File: src/rtl/ez8_pkg.sv
// Shared types and constants for the EZ8 boot controller: FSM state encoding,
// default bus widths and the byte order used to assemble instruction words.
package ez8_pkg;

    localparam int DEF_ADDR_W  = 12;
    localparam int DEF_INSTR_W = 16;
    localparam int BYTE_W      = 8;
    localparam int CNT_W       = 12;

    // Big-endian stream: the first byte of each word lands in the upper lane.
    localparam int WORD_HI_LANE = 1;
    localparam int WORD_LO_LANE = 0;

    typedef enum logic [3:0] {
        IDLE,
        ADDR_HI,
        ADDR_LO,
        CNT_HI,
        CNT_LO,
        DATA_HI,
        DATA_LO,
        WRITE,
        CPU_RST,
        RUN,
        DONE
    } state_t;

    function automatic logic is_rx_state(input state_t s);
        return s inside {ADDR_HI, ADDR_LO, CNT_HI, CNT_LO, DATA_HI, DATA_LO};
    endfunction

endpackage

File: src/rtl/ez8_boot_ctrl_if.sv
// Boot byte stream (valid/ready) plus the CPU instruction-memory write port.
// The host/testbench side uses master; the boot controller uses slave.
interface ez8_boot_ctrl_if #(
    parameter int ADDR_W  = ez8_pkg::DEF_ADDR_W,
    parameter int INSTR_W = ez8_pkg::DEF_INSTR_W
);
    logic [7:0]         rx_data;
    logic               rx_valid;
    logic               rx_ready;
    logic [ADDR_W-1:0]  instr_writeaddr;
    logic [INSTR_W-1:0] instr_writedata;
    logic               instr_write_en;

    modport master (
        output rx_data, rx_valid,
        input  rx_ready, instr_writeaddr, instr_writedata, instr_write_en
    );

    modport slave (
        input  rx_data, rx_valid,
        output rx_ready, instr_writeaddr, instr_writedata, instr_write_en
    );
endinterface

File: src/rtl/ez8_byte_assembler.sv
// Collects a hi byte and a lo byte into one instruction word; word_ready pulses
// for one cycle after the lo byte, while the assembled word is held stable.
module ez8_byte_assembler
    import ez8_pkg::*;
#(
    parameter int INSTR_W = DEF_INSTR_W
) (
    input  logic               clk,
    input  logic               reset_n,
    input  logic [BYTE_W-1:0]  byte_data,
    input  logic               hi_load,
    input  logic               lo_load,
    output logic [INSTR_W-1:0] word,
    output logic               word_ready
);
    localparam int LANES = INSTR_W / BYTE_W;

    logic [LANES-1:0] lane_load;
    logic             word_ready_reg;

    always_comb begin
        lane_load               = '0;
        lane_load[WORD_HI_LANE] = hi_load;
        lane_load[WORD_LO_LANE] = lo_load;
    end

    genvar gi;
    for (gi = 0; gi < LANES; gi++) begin : g_lane
        logic [BYTE_W-1:0] lane_reg;

        always_ff @(posedge clk) begin
            if (!reset_n) begin
                lane_reg <= '0;
            end else if (lane_load[gi]) begin
                lane_reg <= byte_data;
            end
        end

        assign word[gi*BYTE_W +: BYTE_W] = lane_reg;
    end

    always_ff @(posedge clk) begin
        if (!reset_n) begin
            word_ready_reg <= 1'b0;
        end else begin
            word_ready_reg <= lo_load;
        end
    end

    assign word_ready = word_ready_reg;

endmodule

File: src/rtl/ez8_boot_ctrl.sv
// Boot controller: receives a header and instruction words over a byte stream,
// writes them into CPU instruction memory, then resets and runs the CPU.
module ez8_boot_ctrl
    import ez8_pkg::*;
#(
    parameter int ADDR_W  = DEF_ADDR_W,
    parameter int INSTR_W = DEF_INSTR_W
) (
    input  logic        clk,
    input  logic        reset_n,
    input  logic        start,
    input  logic [15:0] run_cycles,
    input  logic        stop,
    input  logic [7:0]  accum_in,
    output logic        cpu_reset,
    output logic        cpu_pause,
    output logic [7:0]  result,
    output logic        done,
    output logic        busy,
    ez8_boot_ctrl_if.slave bus
);
    state_t             state_reg;
    state_t             state_next;
    logic [ADDR_W-1:0]  addr_reg;
    logic [CNT_W-1:0]   cnt_reg;
    logic [15:0]        budget_reg;
    logic [15:0]        run_cnt_reg;
    logic               first_done_reg;
    logic [7:0]         result_reg;
    logic               rx_ready_reg;
    logic               cpu_reset_reg;
    logic               cpu_pause_reg;
    logic               done_reg;
    logic               busy_reg;

    logic               xfer;
    logic               hdr_cnt_zero;
    logic [INSTR_W-1:0] word;
    logic               word_ready;

    assign xfer         = bus.rx_valid && rx_ready_reg;
    assign hdr_cnt_zero = (cnt_reg[CNT_W-1:8] == '0) && (bus.rx_data == 8'h00);

    ez8_byte_assembler #(
        .INSTR_W (INSTR_W)
    ) u_assembler (
        .clk        (clk),
        .reset_n    (reset_n),
        .byte_data  (bus.rx_data),
        .hi_load    ((state_reg == DATA_HI) && xfer),
        .lo_load    ((state_reg == DATA_LO) && xfer),
        .word       (word),
        .word_ready (word_ready)
    );

    always_comb begin
        state_next = state_reg;
        case (state_reg)
            IDLE, DONE: if (start) state_next = ADDR_HI;
            ADDR_HI:    if (xfer) state_next = ADDR_LO;
            ADDR_LO:    if (xfer) state_next = CNT_HI;
            CNT_HI:     if (xfer) state_next = CNT_LO;
            CNT_LO:     if (xfer) state_next = hdr_cnt_zero ? CPU_RST : DATA_HI;
            DATA_HI:    if (xfer) state_next = DATA_LO;
            DATA_LO:    if (xfer) state_next = WRITE;
            WRITE:      state_next = (cnt_reg == CNT_W'(1)) ? CPU_RST : DATA_HI;
            CPU_RST:    state_next = RUN;
            // stop and budget expiry both lead to DONE, so stop's priority is implicit
            RUN: begin
                if (stop || ((budget_reg != '0) && (run_cnt_reg == budget_reg))) begin
                    state_next = DONE;
                end
            end
            default:    state_next = IDLE;
        endcase
    end

    always_ff @(posedge clk) begin
        if (!reset_n) begin
            state_reg      <= IDLE;
            addr_reg       <= '0;
            cnt_reg        <= '0;
            budget_reg     <= '0;
            run_cnt_reg    <= '0;
            first_done_reg <= 1'b0;
            result_reg     <= '0;
            rx_ready_reg   <= 1'b0;
            cpu_reset_reg  <= 1'b0;
            cpu_pause_reg  <= 1'b1;
            done_reg       <= 1'b0;
            busy_reg       <= 1'b0;
        end else begin
            state_reg      <= state_next;
            rx_ready_reg   <= is_rx_state(state_next);
            cpu_reset_reg  <= (state_next == CPU_RST);
            cpu_pause_reg  <= !(state_next inside {CPU_RST, RUN});
            done_reg       <= (state_next == DONE);
            busy_reg       <= !(state_next inside {IDLE, DONE});
            first_done_reg <= (state_reg == RUN) && (state_next == DONE);

            if (first_done_reg) begin
                result_reg <= accum_in;
            end

            case (state_reg)
                IDLE, DONE: if (start) budget_reg <= run_cycles;
                ADDR_HI:    if (xfer) addr_reg[ADDR_W-1:8] <= bus.rx_data[ADDR_W-9:0];
                ADDR_LO:    if (xfer) addr_reg[7:0] <= bus.rx_data;
                CNT_HI:     if (xfer) cnt_reg[CNT_W-1:8] <= bus.rx_data[CNT_W-9:0];
                CNT_LO:     if (xfer) cnt_reg[7:0] <= bus.rx_data;
                WRITE: begin
                    addr_reg <= addr_reg + ADDR_W'(1);
                    cnt_reg  <= cnt_reg - CNT_W'(1);
                end
                CPU_RST:    run_cnt_reg <= 16'd1;
                RUN:        run_cnt_reg <= run_cnt_reg + 16'd1;
                default: ;
            endcase
        end
    end

    assign bus.rx_ready        = rx_ready_reg;
    assign bus.instr_writeaddr = addr_reg;
    assign bus.instr_writedata = word;
    assign bus.instr_write_en  = word_ready;

    assign cpu_reset = cpu_reset_reg;
    assign cpu_pause = cpu_pause_reg;
    assign result    = result_reg;
    assign done      = done_reg;
    assign busy      = busy_reg;

endmodule

File: src/flat_wrapper.sv
// flat-port wrapper written by rule: the top's interface ports become plain ports
module ez8_boot_ctrl_flat import ez8_pkg::*;
#(
    parameter int ADDR_W  = DEF_ADDR_W,
    parameter int INSTR_W = DEF_INSTR_W
)
  (clk, reset_n, start, run_cycles, stop, accum_in, cpu_reset, cpu_pause, result, done, busy, bus_rx_data, bus_rx_valid, bus_rx_ready, bus_instr_writeaddr, bus_instr_writedata, bus_instr_write_en);
  ez8_boot_ctrl_if #(.ADDR_W(ADDR_W), .INSTR_W(INSTR_W)) bus_i ();
  input  logic clk;
  input  logic reset_n;
  input  logic start;
  input  logic [15:0] run_cycles;
  input  logic stop;
  input  logic [7:0] accum_in;
  output logic cpu_reset;
  output logic cpu_pause;
  output logic [7:0] result;
  output logic done;
  output logic busy;
  input wire logic [$bits(bus_i.rx_data)-1:0] bus_rx_data;
  input wire logic [$bits(bus_i.rx_valid)-1:0] bus_rx_valid;
  output wire logic [$bits(bus_i.rx_ready)-1:0] bus_rx_ready;
  output wire logic [$bits(bus_i.instr_writeaddr)-1:0] bus_instr_writeaddr;
  output wire logic [$bits(bus_i.instr_writedata)-1:0] bus_instr_writedata;
  output wire logic [$bits(bus_i.instr_write_en)-1:0] bus_instr_write_en;
  assign bus_i.rx_data = bus_rx_data;
  assign bus_i.rx_valid = bus_rx_valid;
  assign bus_rx_ready = bus_i.rx_ready;
  assign bus_instr_writeaddr = bus_i.instr_writeaddr;
  assign bus_instr_writedata = bus_i.instr_writedata;
  assign bus_instr_write_en = bus_i.instr_write_en;
  ez8_boot_ctrl #(.ADDR_W(ADDR_W), .INSTR_W(INSTR_W)) u_core (.clk(clk), .reset_n(reset_n), .start(start), .run_cycles(run_cycles), .stop(stop), .accum_in(accum_in), .cpu_reset(cpu_reset), .cpu_pause(cpu_pause), .result(result), .done(done), .busy(busy), .bus(bus_i));
endmodule
File: config.mk
export PLATFORM = sky130hd
export DESIGN_NAME = ez8_boot_ctrl_flat
export DESIGN_NICKNAME = d
export VERILOG_FILES = /design/src/rtl/ez8_pkg.sv /design/src/rtl/ez8_boot_ctrl_if.sv /design/src/rtl/ez8_byte_assembler.sv /design/src/rtl/ez8_boot_ctrl.sv /design/src/flat_wrapper.sv
export SDC_FILE = /design/constraint.sdc
export NUM_CORES = 1
export LEC_CHECK = 0
export ABC_AREA = 1
export BUFFER_PORTS_ARGS = -buffer_cell sky130_fd_sc_hd__buf_4
export CAP_MARGIN = 20
export CORE_MARGIN = 4
export CORE_UTILIZATION = 40
export DETAILED_ROUTE_END_ITERATION = 8
export SKIP_CTS_REPAIR_TIMING = 1
export SYNTH_ARGS = -nofsm -noshare
export SYNTH_HDL_FRONTEND = slang
export SYNTH_SLANG_ARGS = --single-unit
File: constraint.sdc
create_clock -name clk -period 1.9 [get_ports clk]
set_input_delay 0 -clock clk [delete_from_list [all_inputs] [get_ports clk]]
set_output_delay 0 -clock clk [all_outputs]
set_load 0.005 [all_outputs]
==> flow_summary_export.csv <==
group,metric,value,unit
status,outcome,"finished with violations",
status,failed_checks,"negative hold slack",
logic_synthesis,synth_seq_area_share,0.395,
layout,final_util,0.542,
logic_synthesis,yosys_warnings,0,
grt,grt_max_degree,46,
timing,fin_skew,0.00645,ns
logic_synthesis,synth_area_leaders,"dfxtp_1, nand2_1, nor2_1, o21ai_0, inv_1",
grt,antenna_found_initial,0,
floorplanning,dieHeight,115,µm
routing,vias,4756,
logic_synthesis,synthSimpleGateAreaFrac,0.323,
timing,fin_crit,1.81,ns
worst_setup_path,cpMostUsedCell,"nand3_1",
timing,slew_headroom,0.686,
worst_setup_path,crit_chain,"ha_1 -> nand4_1 -> nor2_2 -> nand3_1 -> nor2_1 -> nand2_1 -> o21ai_0 -> nand3_1 -> a21oi_1",
logic_synthesis,synth_most_common_cell,"nand2_1",
routing,drt_first_pass_iters,5,
timing,whs,-0.0460,ns
place,finalWeightedCongestion,0.866,
clocking,clk_pin_slew,0.07,ns
routing,top_layer_used,"met4",
place,hpwl,9260,µm
worst_setup_path,endpoint_kind,"flop",
logic_synthesis,async_flop_share,0,
logic_synthesis,synth_compound_area_frac,0.170,
logic_synthesis,synth_area_per_cell,6.65,µm²
layout,drive_gt1_frac,0.178,
worst_setup_path,critical_path.slowest_cell,"dfxtp_2",
timing,finalSetupViolations,0,
floorplanning,io-pin-count,79,
timing,slew_violations,0,
logic_synthesis,syn_nets,734,
grt,grt_pass1_wl,21500,µm
layout,final_net_count,848,
logic_synthesis,ys_ff_latch,91,
floorplanning,initial_core_util,0.416,
hold_path,hp-class,"input port to flop",
floorplanning,die_w,115,µm
power,power.density,704,nW/µm²
grt,grt_use_total,0.201,
routing,wl_met2,5890,µm
clocking,clockBufferDepth,2,
timing,period_share,0.951,
routing,routedWlPerCell,13.7,µm
power,p_leak,2.56,nW
place,port_buffers,78,
logic_synthesis,synth_cell_types,39,
timing,worstMarginPinSlew,0.472,ns
timing,max_clock_freq,553,MHz
logic_synthesis,syn_area,4610,µm²
logic_synthesis,synth_fa_ha_area_frac,0.0109,
layout,fillCellCount,1083,
logic_synthesis,synth_xor_xnor_area_share,0.0114,
routing,antenna_left,0,
grt,grt_pass1_vias,4489,
flow_run,cap_viol_max_count,0,
power,intPower,3.20,mW
layout,syn_to_final_growth,30.3,%
clocking,worstSkewPairLatency,0.35,ns
power,seqPwrFrac,0.471,
floorplanning,rows,38,
routing,routed_wl,13000,µm
place,place_area,5380,µm²
routing,wl_met1,6110,µm
layout,final_area,6010,µm²
clocking,cts.sink_count,91,
worst_setup_path,path_delay_family,"simple AND/OR/NAND/NOR gates",
logic_synthesis,muxShareOfSynthArea,0,
routing,wl_met3,734,µm
power,ir_drop,0.460,mV
timing,timing.final.ws_setup,0.0929,ns
worst_setup_path,worstSetupPathType,"flop to flop",
worst_setup_path,worst-path-buf-inv,0,
layout,antenna_cells,0,
worst_setup_path,cp-start-kind,"flop",
routing,routed_via_density,5.00,
worst_setup_path,crit_required,2.18,ns
power,netSwitchingFraction,0.244,
power,comb_power_share,0.102,
worst_setup_path,path_max_fanout,6,
logic_synthesis,ys.flop_type,"dfxtp_1",
clocking,clock-root-buffer,"clkbuf_16",
logic_synthesis,synth_top_area_cell,"dfxtp_1",
grt,grt_overflow,0,
place,place_ws,0.0956,ns
clocking,cts_tree,"built",
power,p_clk_frac,0.428,
worst_setup_path,crit_path_max_incr_delay,0.37,ns
logic_synthesis,syn-instance-count,693,
worst_setup_path,worstPathArrival,2.09,ns
floorplanning,die_area,13300,µm²
logic_synthesis,ys_top_cells_by_count,"nand2_1, dfxtp_1, nor2_1, inv_1, o21ai_0",
logic_synthesis,synth_edf_count,0,
clocking,cts_buffers,9,
routing,drc,0,
timing,setup-tns-final,0,ns
timing,hold_viol,4,
power,p_sw,1.03,mW
logic_synthesis,synth_top_area_frac,0.395,
clocking,htreeDepth,3,
logic_synthesis,synth_top_family_by_area,"simple AND/OR/NAND/NOR gates",
floorplanning,core-area,11100,µm²
routing,drt-initial-drc-count,269,
[per-layer routing]
| metal | GRT usage | vias to the layer above |
|---|---|---|
| li1 | - | 2480 |
| met1 | 0.272 | 2132 |
| met2 | 0.309 | 126 |
| met3 | 0.0463 | 18 |
| met4 | 0.0798 | 0 |
| met5 | 0 | - |
[cells in the final DEF, fill, tap and decap left out, drive strengths merged, types with 9 or more instances in the layout]
cell type and instances:
nand4 11, nor3 9, nand2 175, nand3 43
nor2 96, buf 95, a21oi 52, inv 81
a31oi 17, dlygate4sd3 30, dfxtp 91, clkbuf 11
o21ai 63
[stage by stage]
step	total power, mW	hold slack, ns	instances
floorplan	2.25	0.135	693
global placement	2.41	0.221	904
detailed placement	2.41	0.229	904
CTS	4.22	-0.136	919
global route	4.41	0.00240	951
finish	4.23	-0.0460	951
[worst paths after layout]
check                                                             start                                               endpoint  slack [ns]  depth (start not counted)
setup reg to reg                     u_core.run_cnt_reg[0]$_SDFFE_PN0P_                    u_core.run_cnt_reg[14]$_SDFFE_PN0P_        0.09                          9
hold reg to reg   u_core.u_assembler.g_lane[0].lane_reg[6]$_SDFFE_PN0P_  u_core.u_assembler.g_lane[0].lane_reg[6]$_SDFFE_PN0P_        0.47                          2
setup / recovery                     u_core.run_cnt_reg[0]$_SDFFE_PN0P_                    u_core.run_cnt_reg[14]$_SDFFE_PN0P_        0.09                          9
hold / removal                                            run_cycles[0]                      u_core.budget_reg[0]$_SDFFE_PN0P_       -0.05                          3
[cells by family (layout without fill, tap and decap cells)]
group	Yosys count	after routing
buf+inv	105	223
flops	91	91
fa+ha+maj	4	4
compound gates	145	145
xor+xnor	6	6
simple gates	342	342
[tightest hold or removal path, delay by kind of cell]
family	cells	cell delay (ns)
AOI/OAI and AO/OA	2	0.19
buffers and inverters	1	0.07
[power by group through the flow]
stage	Clock [mW]	Sequential [mW]	Combinational [mW]
6_report	1.81	1.99	0.430
5_1_grt	1.93	1.99	0.488
4_1_cts	1.85	1.99	0.379
3_5_place_dp	0	2.03	0.377
3_3_place_gp	0	2.03	0.375
2_1_floorplan	0	2.02	0.228
[area by class of cell]
type / instances / area (µm²) / area share
clock buffers: 11 / 243 / 0.0404
clock inverters: 4 / 51.3 / 0.00854
inverters: 83 / 315 / 0.0525
multi-input cells: 497 / 2390 / 0.397
flip-flops and latches: 91 / 1820 / 0.304
well taps: 140 / 175 / 0.0292
repair buffers: 125 / 1010 / 0.169
Power figures use the tool's default switching activity.
